$ cat src/rtl/bsg_parallel_in_serial_out_traffic_node_pkg.sv
// bsg_piso_traffic_pkg
// Shared definitions for the serialisation traffic node: TX state encoding,
// the flit-to-slot mapping used by the RX assembler, and the packet
// generator value function.
package bsg_piso_traffic_pkg;

  typedef enum logic [1:0] {
    TX_IDLE = 2'd0,
    TX_SEND = 2'd1,
    TX_GAP  = 2'd2
  } tx_state_e;

  // Flit idx of a packet occupies slot flit_slot() (counted in link_width_p units
  // from the LS end); hi_to_lo sends the MS slice first.
  function automatic int unsigned flit_slot(int unsigned idx, int unsigned els, bit hi_to_lo);
    return hi_to_lo ? (els - 1 - idx) : idx;
  endfunction

  // Packet n, channel c carries n + c; the caller truncates to the channel width,
  // which gives the modulo-2^channel_width wrap.
  function automatic logic [31:0] gen_value(logic [31:0] n, logic [31:0] c);
    return n + c;
  endfunction

endpackage

$ cat src/rtl/bsg_parallel_in_serial_out_traffic_node_if.sv
// bsg_parallel_in_serial_out_traffic_node_if
// One direction-bundle of the ready/valid link: {v, data, ready_and_rev}.
// The node drives all three fields on its outgoing bundle (v/data = TX flit,
// ready_and_rev = RX ready) and reads all three on its incoming bundle.
//   master : drives v, data, ready_and_rev
//   slave  : reads  v, data, ready_and_rev
interface bsg_parallel_in_serial_out_traffic_node_if #(parameter int width_p = 8);
  logic               v;
  logic [width_p-1:0] data;
  logic               ready_and_rev;

  modport master (output v, output data, output ready_and_rev);
  modport slave  (input  v, input  data, input  ready_and_rev);
endinterface

$ cat src/rtl/bsg_parallel_in_serial_out_traffic_node_gen.sv
// bsg_piso_traffic_gen
// Packet generator: holds a 32-bit packet index and presents packet idx as
// num_channels_p channels, channel 0 in the LS bits. yumi_i consumes the
// current packet and advances to the next.
// Ports:
//   clk_i, reset_i  clock, async active-low reset (index returns to 0)
//   yumi_i          advance to the next packet
//   data_o          current packet
module bsg_piso_traffic_gen
  import bsg_piso_traffic_pkg::*;
#(
  parameter int num_channels_p  = 4,
  parameter int channel_width_p = 8
) (
  input  logic                                      clk_i,
  input  logic                                      reset_i,
  input  logic                                      yumi_i,
  output logic [num_channels_p*channel_width_p-1:0] data_o
);

  logic [31:0] idx_q;

  always_ff @(posedge clk_i or negedge reset_i) begin
    if (!reset_i) idx_q <= '0;
    else if (yumi_i) idx_q <= idx_q + 32'd1;
  end

  always_comb begin
    data_o = '0;
    for (int c = 0; c < num_channels_p; c++)
      data_o[c*channel_width_p +: channel_width_p] = channel_width_p'(gen_value(idx_q, 32'(c)));
  end

endmodule

$ cat src/rtl/bsg_parallel_in_serial_out_traffic_node.sv
// bsg_parallel_in_serial_out_traffic_node
// Self-checking serialisation traffic node. TX generates packets of
// num_channels_p x channel_width_p bits and sends them link_width_p bits per
// flit; RX reassembles incoming flits and checks each packet against its own
// copy of the generator.
// Ports:
//   clk_i, reset_i       clock, async active-low reset
//   en_i                 TX enable, honoured only at packet boundaries
//   num_packets_i        packets to send (0 = unbounded)
//   gap_every_i          one idle cycle after every N sent packets (0 = none)
//   link_i / link_o      ready/valid link in / out (link_o.ready_and_rev = RX ready)
//   sent_o, received_o   packet counters (wrap at 2^32)
//   error_o, error_count_o, first_err_idx_o   mismatch status
//   done_o               bounded run finished and TX idle
//
// TX state | meaning
// ---------+-----------------------------------------------------
// TX_IDLE  | nothing in flight; loads the next packet when enabled
// TX_SEND  | link_o.v high, current flit held until accepted
// TX_GAP   | one idle cycle after every gap_every_i packets
module bsg_parallel_in_serial_out_traffic_node
  import bsg_piso_traffic_pkg::*;
#(
  parameter int num_channels_p  = 4,
  parameter int channel_width_p = 8,
  parameter int link_width_p    = 8,
  parameter bit hi_to_lo_p      = 1'b0,
  parameter int err_cnt_width_p = 16
) (
  input  logic                       clk_i,
  input  logic                       reset_i,
  input  logic                       en_i,
  input  logic [31:0]                num_packets_i,
  input  logic [3:0]                 gap_every_i,
  bsg_parallel_in_serial_out_traffic_node_if.slave  link_i,
  bsg_parallel_in_serial_out_traffic_node_if.master link_o,
  output logic [31:0]                sent_o,
  output logic [31:0]                received_o,
  output logic                       error_o,
  output logic [err_cnt_width_p-1:0] error_count_o,
  output logic [31:0]                first_err_idx_o,
  output logic                       done_o
);

  localparam int width_lp  = num_channels_p * channel_width_p;
  localparam int els_lp    = width_lp / link_width_p;
  localparam int lg_els_lp = (els_lp > 1) ? $clog2(els_lp) : 1;
  localparam logic [lg_els_lp-1:0] last_idx_lp = lg_els_lp'(els_lp - 1);

  // ---------------- TX ----------------
  tx_state_e             state_q, state_d;
  logic [width_lp-1:0]   sr_q, sr_d;
  logic [lg_els_lp-1:0]  tx_idx_q, tx_idx_d;
  logic [31:0]           sent_q, sent_d;
  logic [3:0]            gap_cnt_q, gap_cnt_d;
  logic [width_lp-1:0]   tx_gen_data;
  logic                  tx_gen_yumi, tx_xfer, tx_last, done_now, done_next, gap_hit;

  // The TX generator is consumed when a packet is loaded, so its output is
  // always the next packet to send and back-to-back loads need no lookahead.
  bsg_piso_traffic_gen #(.num_channels_p(num_channels_p), .channel_width_p(channel_width_p)) tx_gen (
    .clk_i(clk_i), .reset_i(reset_i), .yumi_i(tx_gen_yumi), .data_o(tx_gen_data)
  );

  assign tx_xfer   = (state_q == TX_SEND) & link_i.ready_and_rev;
  assign tx_last   = (tx_idx_q == last_idx_lp);
  assign done_now  = (num_packets_i != 32'd0) & (sent_q == num_packets_i);
  assign done_next = (num_packets_i != 32'd0) & ((sent_q + 32'd1) == num_packets_i);
  assign gap_hit   = (gap_every_i != 4'd0) & (({1'b0, gap_cnt_q} + 5'd1) == {1'b0, gap_every_i});

  always_comb begin
    state_d     = state_q;
    sr_d        = sr_q;
    tx_idx_d    = tx_idx_q;
    sent_d      = sent_q;
    gap_cnt_d   = gap_cnt_q;
    tx_gen_yumi = 1'b0;
    unique case (state_q)
      TX_SEND: begin
        if (tx_xfer) begin
          if (tx_last) begin
            sent_d    = sent_q + 32'd1;
            tx_idx_d  = '0;
            gap_cnt_d = (gap_hit || gap_every_i == 4'd0) ? 4'd0 : gap_cnt_q + 4'd1;
            if (gap_hit) begin
              state_d = TX_GAP;
            end else if (en_i && !done_next) begin
              sr_d        = tx_gen_data;
              tx_gen_yumi = 1'b1;
            end else begin
              state_d = TX_IDLE;
            end
          end else begin
            tx_idx_d = tx_idx_q + 1'b1;
            sr_d     = hi_to_lo_p ? (sr_q << link_width_p) : (sr_q >> link_width_p);
          end
        end
      end
      // TX_IDLE and TX_GAP share the same load rule; GAP just never lingers.
      default: begin
        state_d = TX_IDLE;
        if (en_i && !done_now) begin
          sr_d        = tx_gen_data;
          tx_gen_yumi = 1'b1;
          tx_idx_d    = '0;
          state_d     = TX_SEND;
        end
      end
    endcase
  end

  // ---------------- RX ----------------
  logic                       rx_full_q, rx_full_d;
  logic [lg_els_lp-1:0]       rx_idx_q, rx_idx_d;
  logic [width_lp-1:0]        asm_q, asm_d;
  logic [31:0]                recv_q, recv_d, first_q, first_d;
  logic                       err_q, err_d;
  logic [err_cnt_width_p-1:0] err_cnt_q, err_cnt_d;
  logic [width_lp-1:0]        ref_data;
  logic                       rx_xfer;
  int unsigned                rx_slot;

  bsg_piso_traffic_gen #(.num_channels_p(num_channels_p), .channel_width_p(channel_width_p)) rx_ref (
    .clk_i(clk_i), .reset_i(reset_i), .yumi_i(rx_full_q), .data_o(ref_data)
  );

  assign rx_xfer = link_i.v & ~rx_full_q;
  assign rx_slot = flit_slot(32'(rx_idx_q), els_lp, hi_to_lo_p);

  always_comb begin
    rx_full_d = 1'b0;
    rx_idx_d  = rx_idx_q;
    asm_d     = asm_q;
    recv_d    = recv_q;
    first_d   = first_q;
    err_d     = err_q;
    err_cnt_d = err_cnt_q;
    if (rx_xfer) begin
      asm_d[rx_slot*link_width_p +: link_width_p] = link_i.data;
      if (rx_idx_q == last_idx_lp) begin
        rx_idx_d  = '0;
        rx_full_d = 1'b1;
      end else begin
        rx_idx_d = rx_idx_q + 1'b1;
      end
    end
    // Compare cycle: RX is not ready, so asm_q is stable here.
    if (rx_full_q) begin
      recv_d = recv_q + 32'd1;
      if (asm_q != ref_data) begin
        err_d = 1'b1;
        if (err_cnt_q != '1) err_cnt_d = err_cnt_q + 1'b1;
        if (!err_q) first_d = recv_q;
      end
    end
  end

  always_ff @(posedge clk_i or negedge reset_i) begin
    if (!reset_i) begin
      state_q   <= TX_IDLE;
      sr_q      <= '0;
      tx_idx_q  <= '0;
      sent_q    <= '0;
      gap_cnt_q <= '0;
      rx_full_q <= 1'b0;
      rx_idx_q  <= '0;
      asm_q     <= '0;
      recv_q    <= '0;
      first_q   <= '0;
      err_q     <= 1'b0;
      err_cnt_q <= '0;
    end else begin
      state_q   <= state_d;
      sr_q      <= sr_d;
      tx_idx_q  <= tx_idx_d;
      sent_q    <= sent_d;
      gap_cnt_q <= gap_cnt_d;
      rx_full_q <= rx_full_d;
      rx_idx_q  <= rx_idx_d;
      asm_q     <= asm_d;
      recv_q    <= recv_d;
      first_q   <= first_d;
      err_q     <= err_d;
      err_cnt_q <= err_cnt_d;
    end
  end

  assign link_o.v    = (state_q == TX_SEND);
  assign link_o.data = hi_to_lo_p ? sr_q[width_lp-1 -: link_width_p] : sr_q[link_width_p-1:0];
  // Gated by reset so the link reads not-ready while the node is held in reset.
  assign link_o.ready_and_rev = reset_i & ~rx_full_q;

  assign sent_o          = sent_q;
  assign received_o      = recv_q;
  assign error_o         = err_q;
  assign error_count_o   = err_cnt_q;
  assign first_err_idx_o = first_q;
  assign done_o          = done_now & (state_q != TX_SEND);

endmodule

$ cat src/flat_wrapper.sv
// flat-port wrapper written by rule: the top's interface ports become plain ports
module bsg_parallel_in_serial_out_traffic_node_flat import bsg_piso_traffic_pkg::*;
#(
  parameter int num_channels_p  = 4,
  parameter int channel_width_p = 8,
  parameter int link_width_p    = 8,
  parameter bit hi_to_lo_p      = 1'b0,
  parameter int err_cnt_width_p = 16
)
  (clk_i, reset_i, en_i, num_packets_i, gap_every_i, sent_o, received_o, error_o, error_count_o, first_err_idx_o, done_o, link_i_v, link_i_data, link_i_ready_and_rev, link_o_v, link_o_data, link_o_ready_and_rev);
  bsg_parallel_in_serial_out_traffic_node_if #(.width_p(8)) link_i_i ();
  bsg_parallel_in_serial_out_traffic_node_if #(.width_p(8)) link_o_i ();
  input  logic clk_i;
  input  logic reset_i;
  input  logic en_i;
  input  logic [31:0] num_packets_i;
  input  logic [3:0] gap_every_i;
  output logic [31:0] sent_o;
  output logic [31:0] received_o;
  output logic error_o;
  output logic [err_cnt_width_p-1:0] error_count_o;
  output logic [31:0] first_err_idx_o;
  output logic done_o;
  input wire logic [$bits(link_i_i.v)-1:0] link_i_v;
  input wire logic [$bits(link_i_i.data)-1:0] link_i_data;
  input wire logic [$bits(link_i_i.ready_and_rev)-1:0] link_i_ready_and_rev;
  output wire logic [$bits(link_o_i.v)-1:0] link_o_v;
  output wire logic [$bits(link_o_i.data)-1:0] link_o_data;
  output wire logic [$bits(link_o_i.ready_and_rev)-1:0] link_o_ready_and_rev;
  assign link_i_i.v = link_i_v;
  assign link_i_i.data = link_i_data;
  assign link_i_i.ready_and_rev = link_i_ready_and_rev;
  assign link_o_v = link_o_i.v;
  assign link_o_data = link_o_i.data;
  assign link_o_ready_and_rev = link_o_i.ready_and_rev;
  bsg_parallel_in_serial_out_traffic_node #(.num_channels_p(num_channels_p), .channel_width_p(channel_width_p), .link_width_p(link_width_p), .hi_to_lo_p(hi_to_lo_p), .err_cnt_width_p(err_cnt_width_p)) u_core (.clk_i(clk_i), .reset_i(reset_i), .en_i(en_i), .num_packets_i(num_packets_i), .gap_every_i(gap_every_i), .link_i(link_i_i), .link_o(link_o_i), .sent_o(sent_o), .received_o(received_o), .error_o(error_o), .error_count_o(error_count_o), .first_err_idx_o(first_err_idx_o), .done_o(done_o));
endmodule
$ cat config.mk
export PLATFORM = sky130hd
export DESIGN_NAME = bsg_parallel_in_serial_out_traffic_node_flat
export DESIGN_NICKNAME = d
export VERILOG_FILES = /design/src/rtl/bsg_parallel_in_serial_out_traffic_node_pkg.sv /design/src/rtl/bsg_parallel_in_serial_out_traffic_node_if.sv /design/src/rtl/bsg_parallel_in_serial_out_traffic_node_gen.sv /design/src/rtl/bsg_parallel_in_serial_out_traffic_node.sv /design/src/flat_wrapper.sv
export SDC_FILE = /design/constraint.sdc
export NUM_CORES = 1
export LEC_CHECK = 0
export BUFFER_PORTS_ARGS = -buffer_cell sky130_fd_sc_hd__buf_2
export CAP_MARGIN = 20
export CELL_PAD_IN_SITES_DETAIL_PLACEMENT = 0
export CELL_PAD_IN_SITES_GLOBAL_PLACEMENT = 1
export CORE_ASPECT_RATIO = 0.7
export CORE_UTILIZATION = 48
export DETAILED_ROUTE_END_ITERATION = 16
export GPL_ROUTABILITY_DRIVEN = 0
export PLACE_DENSITY = 0.95
export SLEW_MARGIN = 10
export SYNTH_ARGS = -nofsm -noshare
export SYNTH_HDL_FRONTEND = slang
export SYNTH_SLANG_ARGS = --single-unit
$ cat constraint.sdc
create_clock -name clk_i -period 4.9 [get_ports clk_i]
set_input_delay 0.98 -clock clk_i [delete_from_list [all_inputs] [get_ports clk_i]]
set_output_delay 0.98 -clock clk_i [all_outputs]
set_load 0.02 [all_outputs]
==> results.toml, run 1 <==
[flow_run]
drv_cap = 0

[timing]
slew_viol_final = 0
clock_skew_ns = 0.0144
period_share = 0.790
period_needed_ns = 3.87
worst_pin_slew_ns = 1.08
fmax_mhz = 258
max_slew_margin = 0.275
setup_viol = 0
rsz0062_at_grt = "no"
hold_violations = 0
fin_setup_tns_ns = 0

[worst_setup_path]
crit_arrival_ns = 2.89
end_kind = "output port"
crit_type = "in -> out"
crit_required_ns = 3.92
endpoint = "done_o"
rr_worst_depth = 11
r2r_setup_slack_ns = 1.20
worstPathMaxFanout = 3
crit_start = "num_packets_i[29]"
startpoint_type = "input port"
timing.rr.start = "u_core.sent_o[0]"
rr_endpoint = "u_core.tx_gen.idx_q[1]"

[power_and_ir_drop]
sw_frac_of_total = 0.353
vdd_ir_drop_max_mv = 0.247
clkPwrFrac = 0.281
power.density_nw_per_um2 = 450
pwr-share-comb = 0.302
pwr-share-seq = 0.417
p_leak_nw = 6.19
p_sw_w = 0.00204
internal-power_w = 0.00375

[floorplan]
core_area_sq_um = 22700
chipHeight_um = 130
initial_utilization = 0.491
dieArea_sq_um = 23900
dieWidth_um = 184
rows = 46
io-pin-count = 173

[placed_design]
port-buffer-count = 172
placed_cell_area_sq_um = 12200
hpwlAfterDp_mm = 19.3

[routing]
drc = 0
viasPerCell = 5.57
num_vias = 8647
ant_nets = 0
drtIter0Drc = 538
drt_wl_total_mm = 27.1
drt_pass1_iterations = 5
wire_per_inst_um = 17.4

[cells_and_area]
layout-drive-gt1-share = 0.224
final_area_sq_um = 12900
fillers = 1943
multi_input_area_sq_um = 5640
final-seq-area_sq_um = 5100
area.growth.synth_to_final_pct = 15.2
final_cell_mix = "dfrtp_1, buf_2, nand2_1"
final_nets = 1295
layout_commonest_cell = "dfrtp_1"

[clock_tree]
cts_max_level = 1
numCtsBuffers = 22
clockRootBuffer = "clkbuf_16"
postCtsHoldBufs = 0
cts.sinks = 204
clock_latency_ns = 0.50
clk_pin_slew_ns = 0.06
cts_tree = "done"
ctsResizeCount = 0
cts.path.max_buffers = 3
post_cts_buffers = 0

[status]
status = "finished clean"

[yosys]
syn_nets = 1158
synth_seq_cells = 204
seq_area_frac_synth = 0.457
postSynthCellCount = 1090
synthTopCellsByArea = "dfrtp_1, xnor2_1, xor2_1, nand2_1, mux2_2"
synth.avg_cell_area_sq_um = 10.2
synth-edff-count = 0
synth_ff_type = "dfrtp_1"
synth_top_area_cell = "dfrtp_1"
synth_top_area_frac = 0.457
ys_async_sr_fraction = 1.00
synth_area_sq_um = 11200
ys_types = 77
yosysWarnings = 0

[hold_path]
hold_class = "reg -> reg"

[global_route]
grt-ovfl-total = 0
grt_pass1_wl_mm = 43.6
grt_max_degree = 117
grt_util_all_layers = 0.228
grt_pass1_vias = 8287
antenna_found_initial = 1
[power groups by stage]
stage | registers [W] | logic, W | clock network, W
after global placement | 0.00242 | 0.00169 | 0
final | 0.00242 | 0.00175 | 0.00163
after detailed placement | 0.00244 | 0.00174 | 0
after floorplan | 0.00232 | 0.00140 | 0
after global routing | 0.00248 | 0.00194 | 0.00173
after CTS | 0.00241 | 0.00174 | 0.00165
[cells in the mapped netlist (16+ instances only)]
cell / n
xnor2_1: 90
nand3_1: 50
inv_1: 24
clkbuf_1: 27
nor4_1: 23
nand4_1: 34
ha_1: 19
a21oi_1: 17
nor3_1: 17
mux2_2: 32
nor2_1: 65
o21ai_0: 28
dfrtp_1: 204
a22o_1: 33
and3_1: 16
nand2_1: 108
xor2_1: 86
[worst max-delay path, cell delays in order]
cell and delay [ns]:
buf_2 0.11, xnor2_1 0.19, nor3b_2 0.24, or4b_1 0.44
or4_1 0.55, nor2_1 0.19, buf_2 0.20
[stage by stage]
| step | instances | hold slack [ns] | util | total power, W | setup slack (ns) |
|---|---|---|---|---|---|
| 6_report | 1553 | 0.487 | 0.566 | 0.00579 | 1.03 |
| 5_1_grt | 1553 | 0.506 | 0.566 | 0.00615 | 0.909 |
| 4_1_cts | 1551 | 0.494 | 0.566 | 0.00580 | 1.02 |
| 3_5_place_dp | 1514 | 0.480 | 0.535 | 0.00417 | 1.02 |
| 3_3_place_gp | 1514 | 0.470 | 0.535 | 0.00411 | 1.04 |
| 2_1_floorplan | 1090 | 0.458 | - | 0.00372 | 1.37 |
[cell families (layout without fill, tap and decap cells)]
kind of cell,after synthesis,in the layout,synth area share
AOI/OAI and AO/OA,142,142,0.0923
xor gates and xnor gates,176,176,0.138
adders and majority gates,19,19,0.0213
buffers and inverters,90,240,0.0398
DFF,204,204,0.457
muxes,53,53,0.0564
other,0,1,0
and+or+nand+nor,406,406,0.195
[cell type report]
cell class / instances / share of cell area
multi-input cells: 796 / 0.438
flip-flops and latches: 204 / 0.397
repair buffers: 179 / 0.0726
clock buffers: 32 / 0.0505
well taps: 312 / 0.0303
inverters: 24 / 0.00700
clock inverters: 5 / 0.00428
diodes: 1 / 0.000194
[worst min path at each step]
stage,startpoint,end,cells after the start
2_1_floorplan,u_core.tx_idx_q[0],u_core.tx_idx_q[0],1
3_3_place_gp,u_core.error_o,u_core.error_o,1
3_5_place_dp,u_core.first_err_idx_o[31],u_core.first_err_idx_o[31],1
4_1_cts,u_core.first_err_idx_o[31],u_core.first_err_idx_o[31],1
5_1_grt,u_core.first_err_idx_o[6],u_core.first_err_idx_o[6],1
6_report,u_core.first_err_idx_o[31],u_core.first_err_idx_o[31],1
[flip-flops by register name, summed over array words and instances, names as in the netlist]
signal	count
u_core.asm_q	32
u_core.error_count_o	16
u_core.error_o	1
u_core.first_err_idx_o	32
u_core.gap_cnt_q	4
u_core.received_o	32
u_core.rx_full_q	1
u_core.rx_idx_q	2
u_core.rx_ref.idx_q	8
u_core.sent_o	32
u_core.sr_q	32
u_core.state_q	2
u_core.tx_gen.idx_q	8
u_core.tx_idx_q	2
[layer usage]
| metal | wire, um | track usage | vias to the layer above | share of wire |
|---|---|---|---|---|
| li1 | - | - | 4109 | - |
| met1 | 13000 | 0.349 | 4219 | 0.48 |
| met2 | 12000 | 0.339 | 273 | 0.44 |
| met3 | 1630 | 0.0332 | 46 | 0.060 |
| met4 | 471 | 0.0544 | 0 | 0.017 |
| met5 | 0 | 0 | - | 0 |
(Power assumes the default switching activity.)
==> run 2: changes to the inputs <==
--- a/config.mk
+++ b/config.mk
@@ -10,10 +10,10 @@
 export CELL_PAD_IN_SITES_DETAIL_PLACEMENT = 0
 export CELL_PAD_IN_SITES_GLOBAL_PLACEMENT = 1
 export CORE_ASPECT_RATIO = 0.7
-export CORE_UTILIZATION = 48
+export CORE_UTILIZATION = 40
 export DETAILED_ROUTE_END_ITERATION = 16
 export GPL_ROUTABILITY_DRIVEN = 0
-export PLACE_DENSITY = 0.95
+export PLACE_DENSITY = 0.85
 export SLEW_MARGIN = 10
 export SYNTH_ARGS = -nofsm -noshare
 export SYNTH_HDL_FRONTEND = slang
==> constraint.sdc (replaced) <==
create_clock -name clk_i -period 3.35 [get_ports clk_i]
set_input_delay 0.67 -clock clk_i [delete_from_list [all_inputs] [get_ports clk_i]]
set_output_delay 0.67 -clock clk_i [all_outputs]
set_load 0.02 [all_outputs]
==> run 2 against run 1 <==
Via count rose by 1.7%. Sequential share of layout area fell by 2.0 points. Combinational power rose by 61%. Flip-flop and latch count did not move. Routed wire length rose by 6.0%. Non-clock buffer count rose by 51. Cell count rose by 7.0%. Total power rose by 55%. Clock power rose by 68%. Critical path type is now reg -> out.
==> results.toml, run 2 (synthesized netlist as in run 1, its figures left out) <==
[timing]
worst_pin_slew_ns = 0.863
slew_viol_final = 0
clock_skew_ns = 0.0160
setup_viol = 0
period_needed_ns = 3.24
hold_violations = 0
period_share = 0.969
fmax_mhz = 308
max_slew_margin = 0.425

[placed_design]
place_inst = 1613
placed_cell_area_sq_um = 12600
hpwlAfterDp_mm = 20.9
port-buffer-count = 172

[worst_setup_path]
crit_required_ns = 2.68
crit_arrival_ns = 2.57
critPathMaxStageDelay_ns = 0.55
worst_path_dominant_cell_family = "simple AND/OR/NAND/NOR gates"
worstPathMaxFanout = 7
end_kind = "output port"
cp_common_cell = "buf_6"
crit_type = "reg -> out"
path_cells = "xor2_1 > nor4_2 > nand4_1 > or4_4 > buf_6 > nor2_4 > buf_6"
slowest_stage = "or4_4"
critPathBufInv = 2
startpoint_type = "flip-flop"

[global_route]
grt_util_all_layers = 0.199
antenna_found_initial = 0
grt_pass1_wl_mm = 46.1
grt-ovfl-total = 0
grt_pass1_vias = 8536
grt_max_degree = 149

[clock_tree]
clk_pin_slew_ns = 0.06
clock_latency_ns = 0.52
clockRootBuffer = "clkbuf_16"
cts_max_level = 1
cts.path.max_buffers = 3
cts.sinks = 204
numCtsBuffers = 24
cts_tree = "done"

[routing]
drt_wl_total_mm = 28.7
num_vias = 8795
viasPerCell = 5.29
ant_nets = 0
drc = 0
wire_per_inst_um = 17.3
drtIter0Drc = 427
drt_pass1_iterations = 5

[floorplan]
rows = 50
dieWidth_um = 202
chipHeight_um = 142
initial_utilization = 0.412
io-pin-count = 173
dieArea_sq_um = 28600
core_area_sq_um = 27100

[power_and_ir_drop]
p_leak_nw = 6.55
vdd_ir_drop_max_mv = 0.336
fin_total_pwr_w = 0.00900
power.density_nw_per_um2 = 663

[status]
status = "finished clean"

[cells_and_area]
antenna_cells = 0
layout-drive-gt1-share = 0.270
layout_commonest_cell = "dfrtp_1"
area.growth.synth_to_final_pct = 21.6
final_area_sq_um = 13600
fillers = 2535
final_nets = 1348
final_cell_mix = "dfrtp_1, buf_2, nand2_1"
layoutNonFillerInstCount = 1662
fin_util = 0.501

[flow_run]
drv_cap = 0

[hold_path]
hold_class = "in -> async"
run 2: cell count changes in the layout (fill, tap and decap cells not counted), sizes merged, moves of 2 or more:
cell | previous run | this run
clkinv | 2 | 4
bufinv | 1 | 3
buf | 178 | 228
clkbuf | 33 | 35
run 2: path summary, 6_finish.rpt:
check,startpoint,to,slack [ns],cells past startpoint
worst max-delay path,u_core.sent_o[9],done_o,0.11,7
worst min-delay path,reset_i,u_core.asm_q[23],0.12,1
worst max register to register,u_core.rx_ref.idx_q[1],u_core.first_err_idx_o[5],0.13,10
worst min register to register,u_core.first_err_idx_o[31],u_core.first_err_idx_o[31],0.49,1
max in group asynchronous,reset_i,u_core.sent_o[8],2.01,2
min in group clk_i,link_i_data[1],u_core.asm_q[17],0.42,2
run 2: timing repair:
item	4_1_cts	5_1_grt
pin swaps	3	5
cloned	0	1
setup buffers	1	3
resized for setup	10	15
setup endpoints to repair	1	72
hold buffers	0	0
run 2: per-layer routing:
metal / up-vias / track usage / wire (um)
met5: - / 0 / 0
met4: 0 / 0.0470 / 555
met3: 36 / 0.0312 / 1440
met2: 197 / 0.297 / 12500
met1: 4340 / 0.299 / 14200
li1: 4222 / - / -
run 2: where the power goes:
group | switching, W | leakage (nW) | internal [W] | total (W)
clock | 0.00107 | 0.403 | 0.00167 | 0.00274
combinational | 0.00154 | 3.40 | 0.00127 | 0.00281
sequential | 0.000510 | 2.75 | 0.00294 | 0.00346
total | 0.00312 | 6.55 | 0.00589 | 0.00900
run 2: layout make-up:
type | count | area (sq um) | area share
multi-input cells | 796 | 5700 | 0.420
flip-flops and latches | 204 | 5110 | 0.377
repair buffers | 230 | 1370 | 0.101
clock buffers | 33 | 684 | 0.0504
well taps | 364 | 455 | 0.0335
clock inverters | 11 | 156 | 0.0115
inverters | 24 | 90.1 | 0.00663
run 2: metrics by stage:
| step | hold slack (ns) | TNS [ns] | worst slack [ns] |
|---|---|---|---|
| global route | 0.135 | -0.152 | -0.0152 |
| finish | 0.120 | 0 | 0.105 |
| detailed placement | 0.476 | -0.0942 | -0.0391 |
| global placement | 0.466 | -0.0199 | -0.0199 |
| floorplan | 0.374 | 0 | 0.244 |
| CTS | 0.119 | 0 | 0.0149 |
